### src/rtl/wb_buffer.sv
// rtl/wb_buffer.sv - writeback buffer queueing ALU/load results ahead of the register file
//
// Purpose: in-order FIFO of {addr, data} register results fed by the load and
// ALU paths (up to two per cycle). It drains one entry per cycle into an output
// register that drives the register file write port, and offers a two-port
// bypass lookup over everything not yet committed.
//
// Ports:
//   clk, rstd                 clock, synchronous active-high reset
//   ld_valid/ld_addr/ld_data  load result (older when both sources fire)
//   alu_valid/alu_addr/alu_data ALU result
//   in_ready                  room for two results this cycle
//   wr_reg/wr_addr/wren       register file write port, wren active-low
//   byp_addrN -> byp_hitN/byp_dataN  youngest pending value for a register
//   pend_count                entries queued, not counting the output register
module wb_buffer #(
    parameter int DEPTH = 4,
    parameter int AW    = 5,
    parameter int DW    = 32
) (
    input  logic                     clk,
    input  logic                     rstd,
    input  logic                     ld_valid,
    input  logic [AW-1:0]            ld_addr,
    input  logic [DW-1:0]            ld_data,
    input  logic                     alu_valid,
    input  logic [AW-1:0]            alu_addr,
    input  logic [DW-1:0]            alu_data,
    output logic                     in_ready,
    output logic [DW-1:0]            wr_reg,
    output logic [AW-1:0]            wr_addr,
    output logic                     wren,
    input  logic [AW-1:0]            byp_addr1,
    input  logic [AW-1:0]            byp_addr2,
    output logic                     byp_hit1,
    output logic [DW-1:0]            byp_data1,
    output logic                     byp_hit2,
    output logic [DW-1:0]            byp_data2,
    output logic [$clog2(DEPTH):0]   pend_count
);

    localparam int PW = $clog2(DEPTH);
    localparam int CW = PW + 1;

    logic [AW-1:0] mem_addr_q [DEPTH];
    logic [DW-1:0] mem_data_q [DEPTH];

    logic [PW-1:0] head_q, head_d;
    logic [PW-1:0] tail_q, tail_d;
    logic [CW-1:0] count_q, count_d;
    logic          wren_q, wren_d;
    logic [AW-1:0] wr_addr_q, wr_addr_d;
    logic [DW-1:0] wr_reg_q, wr_reg_d;

    logic          acc_ld, acc_alu, deq;
    logic [PW-1:0] alu_slot;
    logic [PW-1:0] idx;

    // Ready only looks at the registered count: two free slots are guaranteed
    // without relying on this cycle's dequeue.
    assign in_ready = !rstd && (count_q <= CW'(DEPTH - 2));

    always_comb begin
        // Writes to r0 are accepted (handshake completes) but never stored.
        acc_ld    = ld_valid && in_ready && (ld_addr != '0);
        acc_alu   = alu_valid && in_ready && (alu_addr != '0);
        deq       = (count_q != '0);
        alu_slot  = tail_q + PW'(acc_ld);
        head_d    = head_q + PW'(deq);
        tail_d    = tail_q + PW'(acc_ld) + PW'(acc_alu);
        count_d   = count_q + CW'(acc_ld) + CW'(acc_alu) - CW'(deq);
        wren_d    = !deq;
        wr_addr_d = wr_addr_q;
        wr_reg_d  = wr_reg_q;
        if (deq) begin
            wr_addr_d = mem_addr_q[head_q];
            wr_reg_d  = mem_data_q[head_q];
        end
    end

    always_ff @(posedge clk) begin
        if (rstd) begin
            head_q    <= '0;
            tail_q    <= '0;
            count_q   <= '0;
            wren_q    <= 1'b1;
            wr_addr_q <= '0;
            wr_reg_q  <= '0;
        end else begin
            head_q    <= head_d;
            tail_q    <= tail_d;
            count_q   <= count_d;
            wren_q    <= wren_d;
            wr_addr_q <= wr_addr_d;
            wr_reg_q  <= wr_reg_d;
        end
    end

    // Storage needs no reset: occupancy is tracked entirely by count/head.
    // acc_* are already gated by !rstd through in_ready.
    always_ff @(posedge clk) begin
        if (acc_ld) begin
            mem_addr_q[tail_q] <= ld_addr;
            mem_data_q[tail_q] <= ld_data;
        end
        if (acc_alu) begin
            mem_addr_q[alu_slot] <= alu_addr;
            mem_data_q[alu_slot] <= alu_data;
        end
    end

    // Bypass: scan oldest to youngest so later matches overwrite earlier ones.
    // The output register is older than every queued entry.
    always_comb begin
        byp_hit1  = 1'b0;
        byp_data1 = '0;
        byp_hit2  = 1'b0;
        byp_data2 = '0;
        idx       = '0;
        if (!wren_q && (wr_addr_q == byp_addr1)) begin
            byp_hit1  = 1'b1;
            byp_data1 = wr_reg_q;
        end
        if (!wren_q && (wr_addr_q == byp_addr2)) begin
            byp_hit2  = 1'b1;
            byp_data2 = wr_reg_q;
        end
        for (int i = 0; i < DEPTH; i++) begin
            idx = head_q + PW'(i);
            if (CW'(i) < count_q) begin
                if (mem_addr_q[idx] == byp_addr1) begin
                    byp_hit1  = 1'b1;
                    byp_data1 = mem_data_q[idx];
                end
                if (mem_addr_q[idx] == byp_addr2) begin
                    byp_hit2  = 1'b1;
                    byp_data2 = mem_data_q[idx];
                end
            end
        end
        if (byp_addr1 == '0) begin
            byp_hit1  = 1'b0;
            byp_data1 = '0;
        end
        if (byp_addr2 == '0) begin
            byp_hit2  = 1'b0;
            byp_data2 = '0;
        end
    end

    assign wren       = wren_q;
    assign wr_addr    = wr_addr_q;
    assign wr_reg     = wr_reg_q;
    assign pend_count = count_q;

endmodule

### config.mk
export PLATFORM = sky130hd
export DESIGN_NAME = wb_buffer
export DESIGN_NICKNAME = d
export VERILOG_FILES = /design/src/rtl/wb_buffer.sv
export SDC_FILE = /design/constraint.sdc
export NUM_CORES = 1
export LEC_CHECK = 0
export ABC_AREA = 0
export BUFFER_PORTS_ARGS = -buffer_cell sky130_fd_sc_hd__buf_2
export CAP_MARGIN = 25
export CORE_UTILIZATION = 50
export DETAILED_ROUTE_END_ITERATION = 16
export PLACE_DENSITY = 0.82
export SLEW_MARGIN = 20
export SYNTH_ARGS = -nofsm -noshare
export SYNTH_HDL_FRONTEND = slang
export SYNTH_SLANG_ARGS = --single-unit
export TNS_END_PERCENT = 30
### constraint.sdc
create_clock -name clk -period 4.45 [get_ports clk]
set_input_delay 0.89 -clock clk [delete_from_list [all_inputs] [get_ports clk]]
set_output_delay 0.89 -clock clk [all_outputs]
set_load 0.005 [all_outputs]
; ---- Word-level counts from Yosys, hierarchy flattened
; Memories as Yosys holds them, arrays and structs flattened. A register that Yosys moved wholly into a read port is not among the register bits.
; Cells that the tools add are included.
; Widths: inputs -> output; s select.
[totals]
register_bits = 45
latch_bits = 0
ram_bits = 148
romBits = 0
in_bits = 88
out_inout_bits = 108
wordCells = 93
mem_count = 2
[mem_list]
columns = name, words, word_bits, rd, rd_ports_with_merged_regs, wr, line_no
row1 = mem_data_q, 4, 32, 4, 1, 2, 46  ; logic [DW-1:0] mem_data_q [DEPTH];
row2 = mem_addr_q, 4, 5, 4, 1, 2, 45  ; logic [AW-1:0] mem_addr_q [DEPTH];
[classes]
n_addsub = 9
n_mul = 0
div_mod_pow = 0
n_lt_le_gt_ge = 5
eq_ne = 10
shift = 0
mux = 46
n_bitwise = 0
reduce_logical = 15
[ops]
columns = op, n
row1 = $mux 32, 20
row2 = $eq 5x5->1, 10
row3 = $mux 1, 24
row4 = $logic_not 5->1, 2
row5 = $reduce_bool 5->1, 2
row6 = $logic_and 1x1->1, 7
row7 = $add 2x1->2, 3
row8 = $add 3x1->3, 2
row9 = $lt 1x3->1 const A, 2
row10 = $lt 2x3->1 const A, 2
row11 = $add 2x2->2 const B, 2
row12 = $mux 2, 2
row13 = $le 3x2->1 const B, 1
row14 = $logic_not 1->1, 3
row15 = $reduce_bool 3->1, 1
row16 = $sub 3x1->3, 1
row17 = $add 2x1->2 const B, 1

; ---- Depth between registers and ports, before layout
; Gate-level depths: netlist of run 1.
[logic_depth]
depth_word = 12
ltp_mapped = 13
mapped_depth_nobuf = 11

; ---- Worst setup path before layout of run 1
; No wires, ideal clock.
[synth_timing]
path_type = input -> register
start = input port ld_addr[0]
end = memory mem_addr_q[0][0] (enable)
setup_time_ns = 0.439
arrival_ns = 3.990
t_required_ns = 4.011
slack_ns = 0.021
path_stages = 9
path_buffers = 2
path_cell_list = or4_1 > o211ai_1 > inv_1 > ha_1 > xor2_1 > nor3_1 > clkbuf_1 > clkbuf_1 > o21bai_1
[synth_rtl]
columns = item, line_no
row1 = start: declaration, 24  ; input logic [AW-1:0] ld_addr,
row2 = end: declaration, 45

; ---- Worst setup path in the final report of run 1
[layout_timing]
start = register head_q[0]
end = output port byp_data1[1]
[layout_via]
elab_chain_cells = 10
[layout_rtl]
columns = item, line_no
row1 = start: declaration, 48  ; logic [PW-1:0] head_q, head_d;
row2 = start signal: assignment, 83  ; head_q <= '0;
row3 = start signal: assignment, 90  ; head_q <= head_d;
row4 = $add 2x1->2, 129  ; idx = head_q + PW'(i);
row5 = $mem_v2 4x5, n/a
row6 = $eq 5x5->1, 131  ; if (mem_addr_q[idx] == byp_addr1) begin
row7 = $mux 32, 131
row8 = $mux 32, 130  ; if (CW'(i) < count_q) begin
row9 = $mux 32, 131
row10 = $mux 32, 130
row11 = $mux 32, 131
row12 = $mux 32 *, 130
row13 = $mux 32 *, 141  ; if (byp_addr1 == '0) begin
row14 = end: declaration, 36  ; output logic [DW-1:0] byp_data1,
; Mark *: on every way between the ends. The rest lies on a longest branch, timed or not.

==> impl_results.html, run 1 <==
<table>
<tr><th>Metric</th><th>Value</th></tr>
<tr><th colspan="2">Synth</th></tr>
<tr><td>Cells after Synth</td><td>1444</td></tr>
<tr><td>Top_reg_cell synth</td><td>edfxtp_1</td></tr>
<tr><td>Post-synth top area share</td><td>30.9%</td></tr>
<tr><td>Async SR Flop Fraction</td><td>0%</td></tr>
<tr><td>Number of enable-type register cells in the synthesized netlist</td><td>approximately 150</td></tr>
<tr><td>Part of the Yosys area used for sequential elements</td><td>37.1%</td></tr>
<tr><td>Register bit total from synthesis</td><td>193</td></tr>
<tr><td>Mapped Area</td><td>0.0144 mm²</td></tr>
<tr><td>Net count of the mapped netlist</td><td>1540</td></tr>
<tr><td>Mean instance size in the synthesized netlist</td><td>9.97 µm²</td></tr>
<tr><td>Top cell type by total area after synthesis</td><td>edfxtp_1</td></tr>
<tr><td>Leading post-synthesis cells by cell area</td><td>edfxtp_1, mux2_2, mux2i_1</td></tr>
<tr><td>Count of unique library cells instantiated by Yosys</td><td>46</td></tr>
<tr><td>Warning count from the yosys run</td><td>0</td></tr>
<tr><th colspan="2">Layout</th></tr>
<tr><td>Post-Route Utilization</td><td>59.5%</td></tr>
<tr><td>Nets</td><td>1682</td></tr>
<tr><td>Commonest cells after routing, fill and taps aside</td><td>nand2_1, buf_2, mux2_2</td></tr>
<tr><td>Layout-stage area growth over the synthesis result</td><td>16.1%</td></tr>
<tr><td>Area of all placed cells without fillers</td><td>0.0167 mm²</td></tr>
<tr><td>Most common cell after layout, fill and taps aside</td><td>nand2_1</td></tr>
<tr><td>Number of filler instances in the final layout</td><td>2360</td></tr>
<tr><td>Number of flip-flops under the largest register name</td><td>around 130</td></tr>
<tr><td>Layout cell share with drive strength beyond 1</td><td>between 30% and 40%</td></tr>
<tr><td>Final standard cell count with taps included and fillers excluded</td><td>~2k</td></tr>
<tr><th colspan="2">Placed design</th></tr>
<tr><td>Post-placement setup slack</td><td>0.291 ns</td></tr>
<tr><td>HPWL after detailed placement</td><td>30.2 mm</td></tr>
<tr><td>Area post-placement</td><td>0.0159 mm²</td></tr>
<tr><td>Number of cells in the design after placement</td><td>1937</td></tr>
<tr><td>Port bufs</td><td>195</td></tr>
<tr><td>RePlAce Congestion</td><td>slightly above 0.9</td></tr>
<tr><th colspan="2">GRT</th></tr>
<tr><td>Pin count of the biggest net entering global routing</td><td>101</td></tr>
<tr><td>Number of antenna violations at the first check in global routing</td><td>9</td></tr>
<tr><td>GRT Resource Usage Total</td><td>30.3%</td></tr>
<tr><td>Remaining Overflow, GRT</td><td>0</td></tr>
<tr><td>Global-route wire length before repair</td><td>67.8 mm</td></tr>
<tr><td>Via count of the first global-routing pass</td><td>roughly 13k</td></tr>
<tr><th colspan="2">Drt</th></tr>
<tr><td>Count of vias placed by the detailed router</td><td>12.9k</td></tr>
<tr><td>Post-DR vias/cell</td><td>between 6 and 7</td></tr>
<tr><td>Number of DRC markers after the initial detailed-route iteration</td><td>between 1.5k and 2k</td></tr>
<tr><td>Number of remaining DRC errors</td><td>0</td></tr>
<tr><td>DRT Pass-1 Iters</td><td>6</td></tr>
<tr><td>Routed WL</td><td>~46 mm</td></tr>
<tr><td>Routed WL per cell</td><td>23.1 µm</td></tr>
<tr><td>Routed Antenna Nets</td><td>0</td></tr>
<tr><th colspan="2">STA</th></tr>
<tr><td>Worst hold slack after final layout</td><td>0.496 ns</td></tr>
<tr><td>Final count of negative-setup-slack endpoints</td><td>0</td></tr>
<tr><td>Count of endpoints failing hold in the final timing report</td><td>0</td></tr>
<tr><td>Setup TNS after final layout</td><td>0 ns</td></tr>
<tr><td>Peak Freq</td><td>225 MHz</td></tr>
<tr><td>Post-layout min period</td><td>4.44 ns</td></tr>
<tr><td>Max-slew violation count</td><td>0</td></tr>
<tr><td>Final worst clock skew</td><td>~0.010 ns</td></tr>
<tr><td>Actual transition at the worst max-transition pin</td><td>1.01 ns</td></tr>
<tr><td>Relative slew margins</td><td>32.9%</td></tr>
<tr><td>Post-route clock period utilization</td><td>between 90% and 100%</td></tr>
<tr><td>Crit path setup slack, layout</td><td>0.0116 ns</td></tr>
<tr><th colspan="2">Floorplan</th></tr>
<tr><td>Number of standard-cell rows in the floorplan</td><td>between 60 and 70</td></tr>
<tr><td>Num ports</td><td>196</td></tr>
<tr><td>Die span in y</td><td>172 µm</td></tr>
<tr><td>Area of the die</td><td>0.0295 mm²</td></tr>
<tr><td>Starting density of the core</td><td>51.3%</td></tr>
<tr><td>Area of the core region</td><td>0.0281 mm²</td></tr>
<tr><td>Floorplan die width</td><td>around 170 µm</td></tr>
<tr><th colspan="2">Job</th></tr>
<tr><td>Maxcap violations</td><td>0</td></tr>
<tr><th colspan="2">Power and ir drop</th></tr>
<tr><td>Switching fraction of total power</td><td>44.0%</td></tr>
<tr><td>Combinational Power Share</td><td>54.3%</td></tr>
<tr><td>VDD IR max</td><td>0.415 mV</td></tr>
<tr><td>Power density normalized to cell area</td><td>around 580 mW/mm²</td></tr>
<tr><td>Cell-internal power</td><td>5.40 mW</td></tr>
<tr><td>Power, Total</td><td>9.65 mW</td></tr>
<tr><td>Sequential group share of total power</td><td>28.9%</td></tr>
<tr><td>NetSw</td><td>4.25 mW</td></tr>
<tr><td>Leakage</td><td>6.33 nW</td></tr>
<tr><td>Relative contribution of the clock network to total power</td><td>between 15 and 20%</td></tr>
<tr><th colspan="2">Critical path</th></tr>
<tr><td>Startpoint types</td><td>flip-flop</td></tr>
<tr><td>Cell breakdown of the critical path</td><td>buf_12, buf_6, inv_4, mux2i_1, xor2_1, nor3_4, nor2_4, buf_4, a221oi_1, o221ai_1, buf_2</td></tr>
<tr><td>Max FO, Critical Path</td><td>31</td></tr>
<tr><td>Critical Path End Type</td><td>output port</td></tr>
<tr><td>Critical path's largest stage delay</td><td>0.46 ns</td></tr>
<tr><td>Gate family responsible for the most delay along the worst path</td><td>buffers and inverters</td></tr>
<tr><td>Worst path slowest cell</td><td>a221oi_1</td></tr>
<tr><td>WS Path Type</td><td>reg -&gt; out</td></tr>
<tr><td>CP bufs+invs</td><td>5</td></tr>
<tr><td>Endpoint required time on the critical path</td><td>around 3.6 ns</td></tr>
<tr><td>Arrival time at the worst endpoint</td><td>3.55 ns</td></tr>
<tr><th colspan="2">Clocking</th></tr>
<tr><td>Master cell of the clock root buffer</td><td>clkbuf_16</td></tr>
<tr><td>CTS H-tree lvls</td><td>4</td></tr>
<tr><td>Sink count of the clock tree</td><td>around 190</td></tr>
<tr><td>Clock tree from TritonCTS</td><td>yes</td></tr>
<tr><td>Cts bufs inserted</td><td>17</td></tr>
<tr><td>Clock buffer depth</td><td>2</td></tr>
<tr><td>Clock-pin transition on the worst setup and hold timing paths</td><td>0.08 ns</td></tr>
<tr><td>Later-pin clock latency in the skew report</td><td>0.45 ns</td></tr>
<tr><td>Hold bufs inserted after CTS</td><td>0</td></tr>
<tr><th colspan="2">Hold path</th></tr>
<tr><td>Worst hold path class</td><td>reg -&gt; reg</td></tr>
<tr><th colspan="2">Status</th></tr>
<tr><td>Status</td><td>complete, no violations</td></tr>
</table>
-- final timing paths --
path                               startpoint           endpoint  slack, ns  cells after the start
worst max register to register  pend_count[2]  mem_data_q[3][10]       0.61                     11
worst min-delay path               wr_reg[10]         wr_reg[10]       0.50                      2
worst max-delay path                head_q[0]       byp_data1[1]       0.01                     11
worst min register to register     wr_reg[10]         wr_reg[10]       0.50                      2
-- cell type report --
class	count	area [µm²]	area share, %
flip-flops and latches	193	5350	32.0
repair buffers	255	1570	9.41
well taps	378	473	2.83
diodes	9	22.5	0.135
inverters	16	62.6	0.374
clock inverters	14	171	1.03
multi-input cells	1103	8620	51.6
clock buffers	18	439	2.63
-- cells in the mapped netlist, types with 3 or more instances --
cell type,count
dfxtp_1,45
o21bai_1,3
nor2_1,28
clkbuf_1,85
a221o_1,33
ha_1,6
or4_1,6
nand2_1,294
o221ai_1,32
mux2i_1,124
buf_2,23
o211ai_1,28
and2_1,3
nand3_1,4
mux2_2,182
edfxtp_1,148
buf_1,20
nor2b_1,10
xor2_1,9
a221oi_2,30
inv_1,16
nand4_1,7
buf_6,5
o22ai_1,33
a31o_1,9
o21ai_0,59
mux4_2,20
a31o_2,22
nor3_1,16
a21oi_1,76
xnor2_1,47
-- power groups by stage --
stage          registers, mW  logic (mW)  clock network [mW]
6_report                2.78        5.24                1.63
4_1_cts                 2.80        5.03                1.63
5_1_grt                 2.83        5.64                1.70
2_1_floorplan           2.73        3.58                   0
3_3_place_gp            2.80        4.86                   0
3_5_place_dp            2.84        4.99                   0
-- layer usage --
| layer | GRT usage [%] | part of all wire (%) | wire (µm) |
|---|---|---|---|
| met2 | 50.7 | 48 | 21800 |
| met1 | 36.1 | 38 | 17400 |
| met5 | 1.04 | 0.028 | 13 |
| met4 | 14.4 | 3.9 | 1790 |
| met3 | 7.92 | 10 | 4810 |
-- worst reg2reg max path, cell delays in order, from the launching register on --
cell	delay [ns]
dfxtp_1	0.49
inv_1	0.15
ha_4	0.28
a21oi_1	0.44
a21oi_1	0.18
o211ai_1	0.22
inv_1	0.14
ha_1	0.40
nand2_1	0.27
nor2_4	0.43
buf_12	0.23
mux2_2	0.36
-- what timing repair did --
item / in CTS / in global routing
resized for setup: 3 / 6
setup buffers: 0 / 7
hold endpoints to repair: 0 / 0
gates cloned: 0 / 1
pin swaps: 0 / 1
endpoints found under the setup margin: 25 / 58
-- kinds of logic (layout without fill, tap and decap cells) --
| family | Yosys count | in the layout | share of synthesized area, % |
|---|---|---|---|
| XOR/XNOR | 56 | 56 | 3.41 |
| other | 0 | 9 | 0 |
| flip-flops | 193 | 193 | 37.1 |
| AO/OA/AOI/OAI | 335 | 335 | 17.5 |
| buffers and inverters | 149 | 303 | 4.35 |
| multiplexers | 326 | 326 | 26.0 |
| adder cells (fa/ha/maj) | 8 | 8 | 0.800 |
| AND/OR/NAND/NOR | 377 | 378 | 10.8 |
Note: power is estimated with default switching activity, not from simulation.
==> run 2, diff against run 1 <==
--- a/config.mk
+++ b/config.mk
@@ -10,7 +10,7 @@
 export CAP_MARGIN = 25
 export CORE_UTILIZATION = 50
 export DETAILED_ROUTE_END_ITERATION = 16
-export PLACE_DENSITY = 0.82
+export PLACE_DENSITY = 0.79
 export SLEW_MARGIN = 20
 export SYNTH_ARGS = -nofsm -noshare
 export SYNTH_HDL_FRONTEND = slang
==> constraint.sdc (replaced) <==
create_clock -name clk -period 5 [get_ports clk]
set_input_delay 1 -clock clk [delete_from_list [all_inputs] [get_ports clk]]
set_output_delay 1 -clock clk [all_outputs]
set_load 0.005 [all_outputs]
==> run 2 against run 1 <==
Sequential share of layout area is 0.56 points higher. Clock-buffer cell count rose by 1. Routed wire length is 1.8% lower. Largest cell class unchanged. Combinational power is 15% lower.
==> impl_results.html, run 2 (synthesis gave the netlist of run 1 again) <==
<table>
<tr><th>Metric</th><th>Value</th></tr>
<tr><th colspan="2">Clocking</th></tr>
<tr><td>Clock tree from TritonCTS</td><td>yes</td></tr>
<tr><td>Clock-pin transition on the worst setup and hold timing paths</td><td>0.08 ns (about the same)</td></tr>
<tr><td>Post-CTS Setup Bufs</td><td>0 (unchanged)</td></tr>
<tr><td>Master cell of the clock root buffer</td><td>clkbuf_16</td></tr>
<tr><td>Clock buffer depth</td><td>2 (unchanged)</td></tr>
<tr><td>CTS H-tree lvls</td><td>4 (unchanged)</td></tr>
<tr><td>Sink count of the clock tree</td><td>193 (unchanged)</td></tr>
<tr><td>Cts bufs inserted</td><td>17 (unchanged)</td></tr>
<tr><td>Later-pin clock latency in the skew report</td><td>0.46 ns (about the same)</td></tr>
<tr><th colspan="2">Layout</th></tr>
<tr><td>Total area of multi-input combinational cells</td><td>0.00860 mm² (-0.26%)</td></tr>
<tr><td>Combined flip-flop and latch cell area</td><td>0.00535 mm² (unchanged)</td></tr>
<tr><td>Commonest cells after routing, fill and taps aside</td><td>nand2_1, buf_2, mux2_2</td></tr>
<tr><td>Final standard cell count with taps included and fillers excluded</td><td>1963 (-1.2%)</td></tr>
<tr><td>Number of filler instances in the final layout</td><td>2413 (+2.2%)</td></tr>
<tr><td>Layout cell share with drive strength beyond 1</td><td>34.8% (-1.1 points)</td></tr>
<tr><td>Nets</td><td>1659 (-1.4%)</td></tr>
<tr><td>Number of flip-flops under the largest register name</td><td>128 (unchanged)</td></tr>
<tr><td>Post-Route Utilization</td><td>58.5% (-1.0 points)</td></tr>
<tr><td>Layout-stage area growth over the synthesis result</td><td>14.1%</td></tr>
<tr><td>Most common cell after layout, fill and taps aside</td><td>nand2_1</td></tr>
<tr><td>Area of all placed cells without fillers</td><td>0.0164 mm² (-1.7%)</td></tr>
<tr><th colspan="2">Drt</th></tr>
<tr><td>Routed Antenna Nets</td><td>0 (unchanged)</td></tr>
<tr><td>Number of remaining DRC errors</td><td>0 (unchanged)</td></tr>
<tr><td>Post-DR vias/cell</td><td>6.47 (about the same)</td></tr>
<tr><td>Count of vias placed by the detailed router</td><td>12.7k (-1.1%)</td></tr>
<tr><td>DRT Pass-1 Iters</td><td>6 (unchanged)</td></tr>
<tr><td>Routed WL per cell</td><td>22.9 µm (-0.64%)</td></tr>
<tr><td>Routed WL</td><td>45.0 mm (-1.8%)</td></tr>
<tr><td>Number of DRC markers after the initial detailed-route iteration</td><td>1332 (-12%)</td></tr>
<tr><th colspan="2">Floorplan</th></tr>
<tr><td>Area of the die</td><td>0.0295 mm² (unchanged)</td></tr>
<tr><td>Number of standard-cell rows in the floorplan</td><td>61 (unchanged)</td></tr>
<tr><td>Starting density of the core</td><td>51.3% (unchanged)</td></tr>
<tr><td>Die span in y</td><td>172 µm (unchanged)</td></tr>
<tr><td>Floorplan die width</td><td>172 µm (unchanged)</td></tr>
<tr><td>Area of the core region</td><td>0.0281 mm² (unchanged)</td></tr>
<tr><td>Num ports</td><td>196 (unchanged)</td></tr>
<tr><th colspan="2">Power and ir drop</th></tr>
<tr><td>VDD IR max</td><td>0.404 mV (-2.6%)</td></tr>
<tr><td>Leakage</td><td>6.19 nW (-2.2%)</td></tr>
<tr><td>Power density normalized to cell area</td><td>516 mW/mm² (-11%)</td></tr>
<tr><th colspan="2">Placed design</th></tr>
<tr><td>Number of cells in the design after placement</td><td>1921 (-0.83%)</td></tr>
<tr><td>Area post-placement</td><td>0.0158 mm² (-1.1%)</td></tr>
<tr><td>Port bufs</td><td>195 (unchanged)</td></tr>
<tr><td>HPWL after detailed placement</td><td>29.1 mm (-3.6%)</td></tr>
<tr><td>RePlAce Congestion</td><td>0.886 (-4.5%)</td></tr>
<tr><th colspan="2">Critical path</th></tr>
<tr><td>Endpoint required time on the critical path</td><td>4.00 ns (+0.44 ns)</td></tr>
<tr><td>Critical Path End Type</td><td>output port</td></tr>
<tr><td>WS Path Type</td><td>reg -&gt; out</td></tr>
<tr><td>Cell count of the worst reg-to-reg path</td><td>11 (unchanged)</td></tr>
<tr><td>Worst path slowest cell</td><td>or4_2</td></tr>
<tr><td>Max FO, Critical Path</td><td>32 (+3.2%)</td></tr>
<tr><td>Capture instance of the worst register-to-register path</td><td>mem_addr_q[0][2]</td></tr>
<tr><td>Critical path's largest stage delay</td><td>1.14 ns (+0.68 ns)</td></tr>
<tr><td>Startpoint types</td><td>flip-flop</td></tr>
<tr><td>Critical register-to-register path startpoint</td><td>pend_count[2]</td></tr>
<tr><td>Cell breakdown of the critical path</td><td>mux4_2, xnor2_1, nand4_1, nor2_1, or4_2, o22ai_1, a31o_1, buf_2</td></tr>
<tr><td>Arrival time at the worst endpoint</td><td>3.89 ns (+0.34 ns)</td></tr>
<tr><td>Setup slack on the worst flop-to-flop path</td><td>1.02 ns (+0.41 ns)</td></tr>
<tr><th colspan="2">GRT</th></tr>
<tr><td>Number of antenna violations at the first check in global routing</td><td>11 (+2)</td></tr>
<tr><td>Remaining Overflow, GRT</td><td>0 (unchanged)</td></tr>
<tr><td>Pin count of the biggest net entering global routing</td><td>104 (+3.0%)</td></tr>
<tr><td>Via count of the first global-routing pass</td><td>12.5k (-0.75%)</td></tr>
<tr><td>Global-route wire length before repair</td><td>67.3 mm (-0.66%)</td></tr>
<tr><td>GRT Resource Usage Total</td><td>30.1% (-0.24 points)</td></tr>
<tr><th colspan="2">Hold path</th></tr>
<tr><td>Beginning of the worst hold path</td><td>wr_reg[8]</td></tr>
<tr><td>Worst hold path class</td><td>reg -&gt; reg</td></tr>
<tr><td>Hold-critical path depth</td><td>2 (unchanged)</td></tr>
<tr><td>Terminating pin of the worst hold path</td><td>wr_reg[8]</td></tr>
<tr><th colspan="2">Status</th></tr>
<tr><td>Status</td><td>complete, no violations</td></tr>
<tr><th colspan="2">STA</th></tr>
<tr><td>Final worst clock skew</td><td>0.0158 ns (+0.00589 ns)</td></tr>
<tr><td>RSZ-0062 raised after global routing</td><td>false</td></tr>
<tr><td>Actual transition at the worst max-transition pin</td><td>0.937 ns (-0.0695 ns)</td></tr>
<tr><td>Final count of negative-setup-slack endpoints</td><td>0 (unchanged)</td></tr>
<tr><td>Max-slew violation count</td><td>0 (unchanged)</td></tr>
<tr><td>Peak Freq</td><td>204 MHz</td></tr>
<tr><td>Relative slew margins</td><td>37.4% (+4.5 points)</td></tr>
<tr><td>Setup TNS after final layout</td><td>0 ns (unchanged)</td></tr>
<tr><td>Post-route clock period utilization</td><td>a little over nine tenths</td></tr>
<tr><td>Worst hold slack after final layout</td><td>0.496 ns (+0.000528 ns)</td></tr>
<tr><td>Post-layout min period</td><td>4.89 ns</td></tr>
<tr><td>Count of endpoints failing hold in the final timing report</td><td>0 (unchanged)</td></tr>
<tr><th colspan="2">Job</th></tr>
<tr><td>Maxcap violations</td><td>0 (unchanged)</td></tr>
</table>
run 2: worst max path at each step:
stage                      start                to  slack (ns)  cells past startpoint
finish                 head_q[0]      byp_data2[1]        0.11                      8
global route           head_q[0]      byp_data2[1]        0.03                      8
CTS                    head_q[0]      byp_data2[1]        0.16                      8
detailed placement     head_q[0]      byp_data2[0]        0.48                      9
global placement    byp_addr1[0]     byp_data1[25]        0.59                      9
floorplan             ld_addr[0]  mem_addr_q[0][0]        0.46                      9
run 2: metrics by stage:
step	setup slack [ns]	total power, mW
2_1_floorplan	0.461	5.62
3_3_place_gp	0.587	6.76
3_5_place_dp	0.483	6.90
4_1_cts	0.158	8.38
5_1_grt	0.0327	8.93
6_report	0.109	8.47
run 2: final cells by class:
cell class	instances	area share (%)
flip-flops and latches	193	32.6
clock inverters	13	1.04
multi-input cells	1103	52.3
inverters	16	0.381
clock buffers	19	2.76
repair buffers	232	7.88
well taps	378	2.88
diodes	9	0.137
run 2: where the power goes:
part | switching, mW | internal, mW
clock | 0.694 | 0.790
sequential | 0.364 | 2.15
combinational | 2.68 | 1.79
run 2: worst max-delay path, delay by kind of cell, from the launching register on:
family	cells	cell delay [ns]
AOI/OAI and AO/OA	2	0.55
xor gates and xnor gates	1	0.15
buffers and inverters	1	0.12
DFF	1	0.57
muxes	1	0.61
and+or+nand+nor	3	1.41
run 2: layer usage:
| metal | track usage (%) | part of all wire, % |
|---|---|---|
| met5 | 0 | 0.060 |
| met4 | 15.1 | 4.1 |
| met3 | 5.45 | 8.9 |
| met2 | 50.4 | 47 |
| met1 | 37.0 | 40 |
run 2: timing repair:
item                       in CTS  in global routing
cloned                          0                  1
pin swaps                       0                  0
hold buffers                    0                  0
resized for setup               1                  2
setup endpoints to repair       3                 33
